<file path="config.mk">
export PLATFORM = sky130hd
export DESIGN_NAME = gcm_seq_ctrl_flat
export DESIGN_NICKNAME = d
export VERILOG_FILES = /design/src/rtl/gcm_seq_if.sv /design/src/rtl/gcm_seq_ctrl.sv /design/src/flat_wrapper.sv
export SDC_FILE = /design/constraint.sdc
export NUM_CORES = 1
export LEC_CHECK = 0
export CAP_MARGIN = 5
export CELL_PAD_IN_SITES_DETAIL_PLACEMENT = 0
export CELL_PAD_IN_SITES_GLOBAL_PLACEMENT = 1
export CORE_AREA = 3 3 306 308
export CTS_BUF_LIST = sky130_fd_sc_hd__clkbuf_8
export CTS_CLUSTER_DIAMETER = 100
export DETAILED_ROUTE_END_ITERATION = 7
export DIE_AREA = 0 0 309 311
export GPL_TIMING_DRIVEN = 0
export PLACE_DENSITY_LB_ADDON = 0.1
export SYNTH_ARGS = -nofsm -noshare
export SYNTH_HDL_FRONTEND = slang
export SYNTH_SLANG_ARGS = --single-unit
export TNS_END_PERCENT = 20
</file>
<file path="constraint.sdc">
create_clock -name clk -period 18.6 [get_ports clk]
set_input_delay 3.72 -clock clk [delete_from_list [all_inputs] [get_ports clk]]
set_output_delay 3.72 -clock clk [all_outputs]
set_load 0.05 [all_outputs]
</file>
<file path="src/rtl/gcm_seq_if.sv">
// gcm_seq_if: job, block stream, core and result signals of gcm_seq_ctrl
interface gcm_seq_if #(parameter int CNT_W = 8);
  logic             i_job_valid;
  logic             o_job_ready;
  logic [CNT_W-1:0] i_aad_blocks;
  logic [CNT_W-1:0] i_pt_blocks;
  logic             i_blk_valid;
  logic             o_blk_ready;
  logic [127:0]     i_blk_data;
  logic             o_gcm_new_instance;
  logic             o_gcm_pt_instance;
  logic [127:0]     o_gcm_aad;
  logic [127:0]     o_gcm_plain_text;
  logic [63:0]      o_aad_size;
  logic [63:0]      o_pt_size;
  logic             i_gcm_tag_ready;
  logic [127:0]     i_gcm_tag;
  logic             o_tag_valid;
  logic             i_tag_ready;
  logic [127:0]     o_tag;
  logic             o_busy;
  logic             o_timeout;
  modport slave (
    input  i_job_valid, i_aad_blocks, i_pt_blocks, i_blk_valid, i_blk_data,
           i_gcm_tag_ready, i_gcm_tag, i_tag_ready,
    output o_job_ready, o_blk_ready, o_gcm_new_instance, o_gcm_pt_instance,
           o_gcm_aad, o_gcm_plain_text, o_aad_size, o_pt_size, o_tag_valid,
           o_tag, o_busy, o_timeout
  );
  modport master (
    output i_job_valid, i_aad_blocks, i_pt_blocks, i_blk_valid, i_blk_data,
           i_gcm_tag_ready, i_gcm_tag, i_tag_ready,
    input  o_job_ready, o_blk_ready, o_gcm_new_instance, o_gcm_pt_instance,
           o_gcm_aad, o_gcm_plain_text, o_aad_size, o_pt_size, o_tag_valid,
           o_tag, o_busy, o_timeout
  );
endinterface

</file>
<file path="src/rtl/gcm_seq_ctrl.sv">
// gcm_seq_ctrl: sequences AAD/PT blocks of a job into a GCM core and returns its tag.
// Macro GCM_SEQ_TIMEOUT_EN adds a WAIT_TAG timeout of TAG_TIMEOUT cycles.
module gcm_seq_ctrl #(
  parameter int CNT_W       = 8,
  parameter int TAG_TIMEOUT = 64
) (
  input logic      clk,
  input logic      rst,
  gcm_seq_if.slave bus
);
  typedef enum logic [2:0] {IDLE, AAD, PT, WAIT_TAG, TAG_OUT} state_t;
  state_t           r_state, w_next;
  logic [CNT_W-1:0] r_aad_cnt, r_pt_cnt;
  logic             r_first, r_new, r_pt_inst;
  logic [127:0]     r_aad, r_pt, r_tag;
  logic [63:0]      r_aad_size, r_pt_size;
  logic             w_accept, w_xfer, w_expire;
  assign w_accept = bus.i_job_valid & bus.o_job_ready;
  assign w_xfer   = bus.i_blk_valid & bus.o_blk_ready;
`ifdef GCM_SEQ_TIMEOUT_EN
  localparam int TW = $clog2(TAG_TIMEOUT + 1);
  localparam logic [TW-1:0] TO_LAST = TW'(TAG_TIMEOUT - 1);
  logic [TW-1:0] r_to_cnt;
  logic          r_timeout;
  assign w_expire = r_state == WAIT_TAG && !bus.i_gcm_tag_ready && r_to_cnt == TO_LAST;
  always_ff @(posedge clk or posedge rst)
    if (rst) begin
      r_to_cnt  <= '0;
      r_timeout <= 1'b0;
    end else begin
      r_to_cnt  <= (r_state == WAIT_TAG && !bus.i_gcm_tag_ready && !w_expire) ? r_to_cnt + 1'b1 : '0;
      r_timeout <= w_expire;
    end
  assign bus.o_timeout = r_timeout;
`else
  assign w_expire      = 1'b0;
  assign bus.o_timeout = 1'b0;
`endif
  always_ff @(posedge clk or posedge rst)
    if (rst) r_state <= IDLE;
    else r_state <= w_next;
  always_comb begin
    w_next = r_state;
    case (r_state)
      IDLE:     if (w_accept) w_next = |bus.i_aad_blocks ? AAD : |bus.i_pt_blocks ? PT : WAIT_TAG;
      AAD:      if (w_xfer && r_aad_cnt == CNT_W'(1)) w_next = |r_pt_cnt ? PT : WAIT_TAG;
      PT:       if (w_xfer && r_pt_cnt == CNT_W'(1)) w_next = WAIT_TAG;
      WAIT_TAG: w_next = bus.i_gcm_tag_ready ? TAG_OUT : w_expire ? IDLE : WAIT_TAG;
      TAG_OUT:  if (bus.i_tag_ready) w_next = IDLE;
      default:  w_next = IDLE;
    endcase
  end
  always_comb begin
    bus.o_job_ready = r_state == IDLE;
    bus.o_blk_ready = r_state == AAD || r_state == PT;
    bus.o_tag_valid = r_state == TAG_OUT;
    bus.o_busy      = r_state != IDLE;
  end
  // r_first marks that the next transferred block is the job's first, which carries new_instance
  always_ff @(posedge clk or posedge rst)
    if (rst) begin
      r_aad_cnt  <= '0;
      r_pt_cnt   <= '0;
      r_first    <= 1'b0;
      r_new      <= 1'b0;
      r_pt_inst  <= 1'b0;
      r_aad      <= '0;
      r_pt       <= '0;
      r_tag      <= '0;
      r_aad_size <= '0;
      r_pt_size  <= '0;
    end else begin
      r_new     <= 1'b0;
      r_pt_inst <= 1'b0;
      if (w_accept) begin
        r_aad_cnt  <= bus.i_aad_blocks;
        r_pt_cnt   <= bus.i_pt_blocks;
        r_aad_size <= 64'({bus.i_aad_blocks, 7'd0});
        r_pt_size  <= 64'({bus.i_pt_blocks, 7'd0});
        r_first    <= |bus.i_aad_blocks | |bus.i_pt_blocks;
        r_new      <= ~|bus.i_aad_blocks & ~|bus.i_pt_blocks;
      end
      if (w_xfer) begin
        r_first <= 1'b0;
        r_new   <= r_first;
        if (r_state == AAD) begin
          r_aad     <= bus.i_blk_data;
          r_aad_cnt <= r_aad_cnt - 1'b1;
        end else begin
          r_pt      <= bus.i_blk_data;
          r_pt_inst <= 1'b1;
          r_pt_cnt  <= r_pt_cnt - 1'b1;
        end
      end
      if (r_state == WAIT_TAG && bus.i_gcm_tag_ready) r_tag <= bus.i_gcm_tag;
    end
  assign bus.o_gcm_new_instance = r_new;
  assign bus.o_gcm_pt_instance  = r_pt_inst;
  assign bus.o_gcm_aad          = r_aad;
  assign bus.o_gcm_plain_text   = r_pt;
  assign bus.o_aad_size         = r_aad_size;
  assign bus.o_pt_size          = r_pt_size;
  assign bus.o_tag              = r_tag;
endmodule

</file>
<file path="src/flat_wrapper.sv">
// flat-port wrapper written by rule: the top's interface ports become plain ports
module gcm_seq_ctrl_flat 
#(
  parameter int CNT_W       = 8,
  parameter int TAG_TIMEOUT = 64
)
  (clk, rst, bus_i_job_valid, bus_i_aad_blocks, bus_i_pt_blocks, bus_i_blk_valid, bus_i_blk_data, bus_i_gcm_tag_ready, bus_i_gcm_tag, bus_i_tag_ready, bus_o_job_ready, bus_o_blk_ready, bus_o_gcm_new_instance, bus_o_gcm_pt_instance, bus_o_gcm_aad, bus_o_gcm_plain_text, bus_o_aad_size, bus_o_pt_size, bus_o_tag_valid, bus_o_tag, bus_o_busy, bus_o_timeout);
  gcm_seq_if #(.CNT_W(CNT_W)) bus_i ();
  input logic clk;
  input logic rst;
  input wire logic [$bits(bus_i.i_job_valid)-1:0] bus_i_job_valid;
  input wire logic [$bits(bus_i.i_aad_blocks)-1:0] bus_i_aad_blocks;
  input wire logic [$bits(bus_i.i_pt_blocks)-1:0] bus_i_pt_blocks;
  input wire logic [$bits(bus_i.i_blk_valid)-1:0] bus_i_blk_valid;
  input wire logic [$bits(bus_i.i_blk_data)-1:0] bus_i_blk_data;
  input wire logic [$bits(bus_i.i_gcm_tag_ready)-1:0] bus_i_gcm_tag_ready;
  input wire logic [$bits(bus_i.i_gcm_tag)-1:0] bus_i_gcm_tag;
  input wire logic [$bits(bus_i.i_tag_ready)-1:0] bus_i_tag_ready;
  output wire logic [$bits(bus_i.o_job_ready)-1:0] bus_o_job_ready;
  output wire logic [$bits(bus_i.o_blk_ready)-1:0] bus_o_blk_ready;
  output wire logic [$bits(bus_i.o_gcm_new_instance)-1:0] bus_o_gcm_new_instance;
  output wire logic [$bits(bus_i.o_gcm_pt_instance)-1:0] bus_o_gcm_pt_instance;
  output wire logic [$bits(bus_i.o_gcm_aad)-1:0] bus_o_gcm_aad;
  output wire logic [$bits(bus_i.o_gcm_plain_text)-1:0] bus_o_gcm_plain_text;
  output wire logic [$bits(bus_i.o_aad_size)-1:0] bus_o_aad_size;
  output wire logic [$bits(bus_i.o_pt_size)-1:0] bus_o_pt_size;
  output wire logic [$bits(bus_i.o_tag_valid)-1:0] bus_o_tag_valid;
  output wire logic [$bits(bus_i.o_tag)-1:0] bus_o_tag;
  output wire logic [$bits(bus_i.o_busy)-1:0] bus_o_busy;
  output wire logic [$bits(bus_i.o_timeout)-1:0] bus_o_timeout;
  assign bus_i.i_job_valid = bus_i_job_valid;
  assign bus_i.i_aad_blocks = bus_i_aad_blocks;
  assign bus_i.i_pt_blocks = bus_i_pt_blocks;
  assign bus_i.i_blk_valid = bus_i_blk_valid;
  assign bus_i.i_blk_data = bus_i_blk_data;
  assign bus_i.i_gcm_tag_ready = bus_i_gcm_tag_ready;
  assign bus_i.i_gcm_tag = bus_i_gcm_tag;
  assign bus_i.i_tag_ready = bus_i_tag_ready;
  assign bus_o_job_ready = bus_i.o_job_ready;
  assign bus_o_blk_ready = bus_i.o_blk_ready;
  assign bus_o_gcm_new_instance = bus_i.o_gcm_new_instance;
  assign bus_o_gcm_pt_instance = bus_i.o_gcm_pt_instance;
  assign bus_o_gcm_aad = bus_i.o_gcm_aad;
  assign bus_o_gcm_plain_text = bus_i.o_gcm_plain_text;
  assign bus_o_aad_size = bus_i.o_aad_size;
  assign bus_o_pt_size = bus_i.o_pt_size;
  assign bus_o_tag_valid = bus_i.o_tag_valid;
  assign bus_o_tag = bus_i.o_tag;
  assign bus_o_busy = bus_i.o_busy;
  assign bus_o_timeout = bus_i.o_timeout;
  gcm_seq_ctrl #(.CNT_W(CNT_W), .TAG_TIMEOUT(TAG_TIMEOUT)) u_core (.clk(clk), .rst(rst), .bus(bus_i));
endmodule
</file>
==> run summary, run 1 <==
FF+latch count, synth -> 422
Fin Clk Skew -> 0.0438 ns
Startpoint Class -> register
fin nets -> 2590
worst-path fanout max -> 10
Setup crit end kind -> primary output
register area -> 0.0106 mm²
gpl congestion -> 0.792
post-route ant nets -> 0
metal1 wirelength -> 27000 µm
DR vias/cell -> 3.71
post-DP HPWL -> 56000 µm
Crit path largest cell delay -> 0.92 ns
commonest non-fill, non-tap cell in the layout -> clkdlybuf4s50_1
row count -> 111
H-Tree Depth -> 3
die area -> 0.0961 mm²
Clock Latency Late Sink -> 0.70 ns
Cell Pwr Density -> 220 mW/mm²
Hold WS -> 0.468 ns
RSZ-0062 raised after global routing -> false
largest net degree at the start of global routing -> 112
Relative slew margins -> 28.9%
IR drop worst, VDD -> 0.0756 mV
Avg Inst Size Synth -> 12.4 µm²
Core ar. -> 0.0914 mm²
Slowest-stage cell, CP -> clkdlybuf4s50_1
Worst EP required -> 14.88 ns
first-pass GRT wire length -> 105000 µm
hold path depth -> 2
Distinct cells, synth -> 51
setup slack after layout -> 12.15 ns
R2R depth -> 6
DR WL met2 -> 37900 µm
Multi-input gate area -> 0.00609 mm²
fillers -> 9511
DRC -> 0
Root Buffer -> clkbuf_8
Hold Vio Cnt, Final -> 0
Synth Instances -> 1418
final setup fails -> 0
Routed WL -> 72900 µm
WL met3 -> 6330 µm
Top FF cell, synth -> dfrtp_1
Clock Sinks -> 422
CP cell instances -> buf_4 > nor3_1 > clkdlybuf4s50_1
YS warnings -> 0
Chip Height -> 311 µm
starting density of the core -> 19.2%
DP Worst Slack -> 12.63 ns
top sig layer -> met5
Period Utilization, post-route -> 34.7%
gr usage total -> 14.9%
Iteration-0 DRC Markers -> 431
P_leak -> 13.1 nW
die width -> 309 µm
critical path class -> register to primary output
status -> completed
Post-CTS Hold Buffers -> 0
initial antenna violation count -> 14
IO Pins -> 797
mapped cell area -> 0.0176 mm²
crit path time final -> 6.45 ns
Post-synth EDFFs -> 0
fmax -> 155 MHz
data arrival time of the critical path -> 2.73 ns
CTS tree -> yes
iteration count of the initial detailed-routing pass -> 4
CTS clk-pin slew, worst paths -> 0.06 ns
Async S/R FF share, synth -> 100%
final slew viol count -> 0
post-synthesis sequential area ratio -> 60.1%
Max clock buf depth -> 3
reg2reg setup slack -> 16.46 ns
wire length per cell -> 20.5 µm
port buffer count -> 683
fin util -> 30.7%
vias in the first global route -> 14300
Worst Hold Class -> register to register
Vias -> 13200
CTS Buf Count -> 88
most frequent cells in the layout -> 683 x clkdlybuf4s50_1, 434 x nand2_1, 422 x dfrtp_1
max_cap viols -> 0
Layout area overhead -> 59.8%
layout cell share with drive strength beyond 1 -> 23.7%
Overflow after GRT -> 0
postcts setup bufs -> 0
post-cts resize count -> 0
worst slew pin tran -> 1.06 ns
power by group:
group | switching [W] | internal, W | leakage (nW) | total (W)
Combinational | 0.00236 | 0.00127 | 7.04 | 0.00362
Sequential | 0.000250 | 0.00137 | 5.10 | 0.00162
Clock | 0.000430 | 0.000503 | 0.936 | 0.000934
Total | 0.00304 | 0.00314 | 13.1 | 0.00618
worst paths after layout:
check | from | endpoint
min | u_core.bus.o_gcm_aad[107]$_DFFE_PP0P_ | u_core.bus.o_gcm_aad[107]$_DFFE_PP0P_
max in group asynchronous | rst | u_core.bus.o_gcm_aad[7]$_DFFE_PP0P_
min in group asynchronous | rst | u_core.bus.o_gcm_aad[76]$_DFFE_PP0P_
max | u_core.r_state[2]$_DFFE_PP0P_ | bus_o_job_ready
max reg2reg | u_core.r_state[2]$_DFFE_PP0P_ | u_core.bus.o_gcm_aad[115]$_DFFE_PP0P_
min reg2reg | u_core.bus.o_gcm_aad[107]$_DFFE_PP0P_ | u_core.bus.o_gcm_aad[107]$_DFFE_PP0P_
state kept, by name, summed over array words and instances (netlist names):
signal / flops
u_core.bus.o_tag: 128
u_core.r_state: 3
u_core.r_first: 1
u_core.bus.o_gcm_pt_instance: 1
u_core.bus.o_gcm_new_instance: 1
u_core.r_aad_cnt: 8
u_core.bus.o_gcm_aad: 128
u_core.bus.o_aad_size: 8
u_core.r_pt_cnt: 8
u_core.bus.o_gcm_plain_text: 128
u_core.bus.o_pt_size: 8
Yosys cell counts (3+ instances only):
library cell  instances  area (µm²)
nor2_1               20        75.1
a21o_1                3        22.5
clkbuf_1              9        33.8
a311oi_1             11        96.3
mux2_2              156        1760
o31ai_1               4        30.0
buf_6                15         169
buf_4               124         931
inv_1                11        41.3
a21oi_1              13        65.1
o21ai_0               3        15.0
mux2_4              100        1500
and2_1                3        18.8
nor3_1                8        40.0
dfrtp_1             422       10600
nor4_1                3        18.8
buf_2                32         160
nand2_1             434        1630
ha_1                  5        62.6
layout make-up:
class / count / area share (%)
Inverter: 11 / 0.174
Clock buffer: 105 / 5.15
Tap cell: 1186 / 5.28
Sequential cell: 422 / 37.6
Buffer: 182 / 4.63
Antenna cell: 14 / 0.125
Clock inverter: 38 / 0.584
Multi-Input combinational cell: 915 / 21.7
Timing Repair Buffer: 687 / 24.7
worst max-delay path: cells and delay by family, from the launching register on:
| family | cells | cell delay (ns) |
|---|---|---|
| DFF | 1 | 0.40 |
| and+or+nand+nor | 1 | 0.52 |
| buffers and inverters | 2 | 1.10 |
routing by layer:
| metal | up-vias | GRT usage [%] |
|---|---|---|
| met2 | 437 | 26.7 |
| met1 | 6424 | 16.1 |
| li1 | 6253 | - |
| met3 | 103 | 6.02 |
| met5 | - | 0 |
| met4 | 4 | 4.21 |
cells by family after synthesis:
group	synth area share (%)
AND/OR/NAND/NOR	11.4
adder cells (fa/ha/maj)	0.356
XOR/XNOR	0.0498
other	0.0213
flip-flops	60.1
multiplexers	18.5
AO/OA/AOI/OAI	1.93
buffers and inverters	7.64
stage by stage:
stage                     cell area [µm²]  TNS (ns)  instances  power [W]
after floorplan                     18000         0       1530    0.00396
after global placement              26300  -1744.60       3399    0.00531
after detailed placement            26400         0       3403    0.00531
after CTS                           28000         0       3546    0.00631
after global routing                28100         0       3550    0.00651
final                               28100         0       3560    0.00618
(Power assumes the default switching activity.)
==> inputs of run 2 (changes only) <==
clock period = 6.35 ns   (was 18.6 ns; I/O delays follow)
==> run 2 against run 1 <==
Compared with the run above:
- utilization up 0.40 points
- sequential power rose to 2.9 times the previous value
- sequential share of layout area down 0.48 points
- largest power group unchanged
- design area up 1.3%
- global-route usage up 0.17 points
- clock skew down 0.020 ns
- via count up 1.5%
- critical endpoint unchanged
==> run summary, run 2 (same netlist as run 1, synthesis figures left out) <==
Worst Hold Path EP -> u_core.bus.o_gcm_aad[48]$_DFFE_PP0P_
postcts setup bufs -> 0
FF-to-FF End -> u_core.bus.o_pt_size[11]$_DFFE_PP0P_
post-DP HPWL -> 57600 µm
delay-heaviest family, CP -> buffers and inverters
hold path start -> u_core.bus.o_gcm_aad[48]$_DFFE_PP0P_
most frequent cells in the layout -> 683 x clkdlybuf4s50_1, 434 x nand2_1, 422 x dfrtp_1
row count -> 111
Clock Sinks -> 422
CTS Buf Count -> 86
DP Worst Slack -> 2.88 ns
CP Launch Point -> u_core.r_state[2]$_DFFE_PP0P_
Period Utilization, post-route -> 63.1%
H-Tree Depth -> 3
layout cell share with drive strength beyond 1 -> 24.3%
CTS tree -> yes
final instance area -> 0.0284 mm²
worst-path fanout max -> 10
largest net degree at the start of global routing -> 39
iteration count of the initial detailed-routing pass -> 5
setup slack after layout -> 2.34 ns
post-cts resize count -> 0
Worst Hold Class -> register to register
gr usage total -> 15.1%
port buffer count -> 683
fin util -> 31.1%
starting density of the core -> 19.2%
critical path class -> register to primary output
Tot Pwr -> 0.0184 W
Max clock buf depth -> 3
Relative slew margins -> 26.0%
Vias -> 13400
DRC -> 0
P_leak -> 13.2 nW
crit path time final -> 4.01 ns
hold path depth -> 2
first-pass GRT wire length -> 106000 µm
Setup crit end kind -> primary output
commonest non-fill, non-tap cell in the layout -> clkdlybuf4s50_1
fin nets -> 2597
initial antenna violation count -> 17
status -> completed
DR vias/cell -> 3.75
Clock Latency Late Sink -> 0.69 ns
Core ar. -> 0.0914 mm²
Fin Clk Skew -> 0.0243 ns
RSZ-0062 raised after global routing -> false
R2R depth -> 5
final slew viol count -> 0
Hold Vio Cnt, Final -> 0
total negative slack -> 0 ns
Slowest-stage cell, CP -> clkdlybuf4s50_1
IO Pins -> 797
Crit path largest cell delay -> 0.93 ns
CP cell instances -> buf_4 > nor3_1 > clkdlybuf4s50_1
reg2reg setup slack -> 4.21 ns
wire length per cell -> 20.7 µm
RR Startpoint -> u_core.r_state[2]$_DFFE_PP0P_
data arrival time of the critical path -> 2.74 ns
fmax -> 249 MHz
die area -> 0.0961 mm²
Iteration-0 DRC Markers -> 496
gpl congestion -> 0.781
IR drop worst, VDD -> 0.256 mV
CTS clk-pin slew, worst paths -> 0.05 ns
vias in the first global route -> 14400
Chip Height -> 311 µm
Buf/Inv on CP -> 2
Worst EP required -> 5.08 ns
Overflow after GRT -> 0
DP Area -> 0.0266 mm²
max_cap viols -> 0
final setup fails -> 0
Post-CTS Hold Buffers -> 0
Routed WL -> 74000 µm
Startpoint Class -> register
Root Buffer -> clkbuf_8
worst slew pin tran -> 1.11 ns
die width -> 309 µm
Layout area overhead -> 61.8%
post-route ant nets -> 0
Cell Pwr Density -> 647 mW/mm²
run 2: worst min-delay path, cell delays in order (launching register included):
cell and delay, ns:
dfrtp_1 0.33, nand2_1 0.05, nand2_1 0.05
run 2: power breakdown:
part	internal, W	switching (W)	total (W)
logic	0.00372	0.00693	0.0107
clock network	0.00167	0.00131	0.00298
registers	0.00402	0.000740	0.00476
total	0.00941	0.00898	0.0184
run 2: worst max-delay path by stage:
stage | end | slack (ns) | depth (start not counted)
after floorplan | u_core.bus.o_aad_size[10]$_DFFE_PP0P_ | -0.61 | 1
after global placement | u_core.bus.o_gcm_plain_text[14]$_DFFE_PP0P_ | -4.53 | 2
after detailed placement | u_core.bus.o_gcm_plain_text[105]$_DFFE_PP0P_ | 2.88 | 5
after CTS | bus_o_job_ready | 2.18 | 3
after global routing | bus_o_job_ready | 2.12 | 3
final | bus_o_job_ready | 2.34 | 3
run 2: stage by stage:
step,instances,hold WS [ns]
floorplan,1530,0.450
global placement,3399,0.459
detailed placement,3412,0.461
CTS,3569,0.475
global route,3575,0.487
finish,3581,0.469
run 2: metal layers:
metal | vias up | global-route usage, % | share of wire, %
met3 | 121 | 5.63 | 7.7
met1 | 6589 | 16.0 | 37
met4 | 6 | 5.27 | 2.9
met5 | - | 0 | 0.054
met2 | 442 | 27.2 | 52
li1 | 6266 | - | -
run 2: final cells by class:
| class | count | area (µm²) |
|---|---|---|
| fill | 9452 | 62900 |
| sequential | 422 | 10600 |
| timing repair buffer | 696 | 7100 |
| multi-input combinational | 915 | 6090 |
| clock buffer | 116 | 1600 |
| tap | 1186 | 1480 |
| buffer | 182 | 1300 |
| clock inverter | 41 | 225 |
| inverter | 11 | 45.0 |
| antenna | 12 | 30.0 |
==> inputs of run 3 (changes only) <==
clock period = 3.7 ns   (was 6.35 ns; I/O delays follow)
==> results of run 3 <==
Same layout as run 2 (identical final DEF). Status: completed.
Main changes from that run: setup slack after placement 2.88 ns -> 0.764 ns; setup slack after layout 2.34 ns -> 0.221 ns; register-to-register setup slack 4.21 ns -> 1.56 ns; total power 0.0184 W -> 0.0316 W; worst IR drop on VDD 0.256 mV -> 0.439 mV
==> RTL edit, RTL diff (settings of run 3) <==
`CNT_W` is set to 8 in 3 places; all go to 9.
--- a/src/rtl/gcm_seq_if.sv
+++ b/src/rtl/gcm_seq_if.sv
@@ -1,3 +1,3 @@
 // gcm_seq_if: job, block stream, core and result signals of gcm_seq_ctrl
-interface gcm_seq_if #(parameter int CNT_W = 8);
+interface gcm_seq_if #(parameter int CNT_W = 9);
   logic             i_job_valid;
--- a/src/rtl/gcm_seq_ctrl.sv
+++ b/src/rtl/gcm_seq_ctrl.sv
@@ -3,3 +3,3 @@
 module gcm_seq_ctrl #(
-  parameter int CNT_W       = 8,
+  parameter int CNT_W       = 9,
   parameter int TAG_TIMEOUT = 64
--- a/src/flat_wrapper.sv
+++ b/src/flat_wrapper.sv
@@ -3,3 +3,3 @@
 #(
-  parameter int CNT_W       = 8,
+  parameter int CNT_W       = 9,
   parameter int TAG_TIMEOUT = 64
Ports: changed (resized bus_i_aad_blocks and bus_i_pt_blocks); port bits go from 797 to 799. The function was not compared with the original's and may differ.
==> RTL edit against run 3 <==
Global-route usage increased by 0.91 points. Routed wire length increased by 6.9%. Hold slack improved by 1.4 ps. Total power decreased by 25%. Setup slack improved by 250 ps. Final area increased by 0.38%. First-iteration DRC count increased by 21%. Sequential cell count increased by 4. Area after synthesis increased by 1.4%. Critical endpoint is now bus_o_blk_ready. Largest power group unchanged.
==> RTL edit: results (changes against run 3) <==
metric;value;unit;change
vias post-DR;14788;;+10%
Fill cells;9636;;+1.9%
Post-Route WL;79100;um;+6.9%
outcome;finished clean;;
Pleak;14.27;nW;+7.7%
worst setup margin;468.2;ps;+247.1 ps
Register Area;10660;um^2;+0.95%
Post-DP Area;26860;um^2;+1.0%
GRT Total Usage;0.1600;;+0.009104
top cells by count, synth;824 x nand2_1, 426 x dfrtp_1, 111 x buf_4;;
non-clk buf share;0.2978;;+0.002261
global-route wire length before repair;112700;um;+6.4%
M1 WL;29260;um;+6.7%
register area share after synthesis;0.5982;;-0.002567
hold slack final;470.7;ps;+1.381 ps
fin nets;2892;;+11%
Non-clock inverters;9;;-2
met2 wire length;39770;um;+2.7%
ant diodes;11;;-1
Clock buf/inv share;0.05829;;-0.005763
Slew HR;0.2928;;+0.03261
Unique masters post-synth;50;;-2.0%
initial antenna violation count;29;;+12
skew final;24.81;ps;+0.5263 ps
FF-to-FF path depth;7;;+2
Crit Reg-Reg Endpoint;u_core.bus.o_gcm_plain_text[29];;
Peak VDD IR;0.0003169;V;-28%
Avg Inst Size Synth;10.43;um^2;-16%
DR WL met3;7809;um;+37%
IO Port Bufs;687;;+0.59%
Seq Cell Count;426;;+0.95%
Non-clk bufs;898;;+2.3%
Starting DRT DRC Count;598;;+21%
## RTL edit: cell count changes in the layout (fill, tap and decap cells not counted), moves of 6 or more
cell / delta
nand2_1: +390
mux2_2: -137
clkbuf_1: +25
clkbuf_8: -14
buf_4: -13
buf_8: +10
mux2_4: +9
buf_6: -8
a21oi_1: +6
## RTL edit: where the power goes
group / internal, mW / switching [mW] / leakage [nW]
Clock: 2.58 / 2.22 / 0.976
Sequential: 6.19 / 0.891 / 5.60
Combinational: 3.84 / 8.09 / 7.70
## RTL edit: tightest hold or removal path, cell delays in order, from the launching register on
cell and delay, ps:
dfrtp_1 340, nand2_1 50, nand2_1 50
## RTL edit: cells by family after synthesis
group,synth area share
adders and majority gates,0.002809
buffers and inverters,0.07850
AOI/OAI and AO/OA,0.02191
DFF,0.5982
and+or+nand+nor,0.1945
other,0.0002104
muxes,0.1038
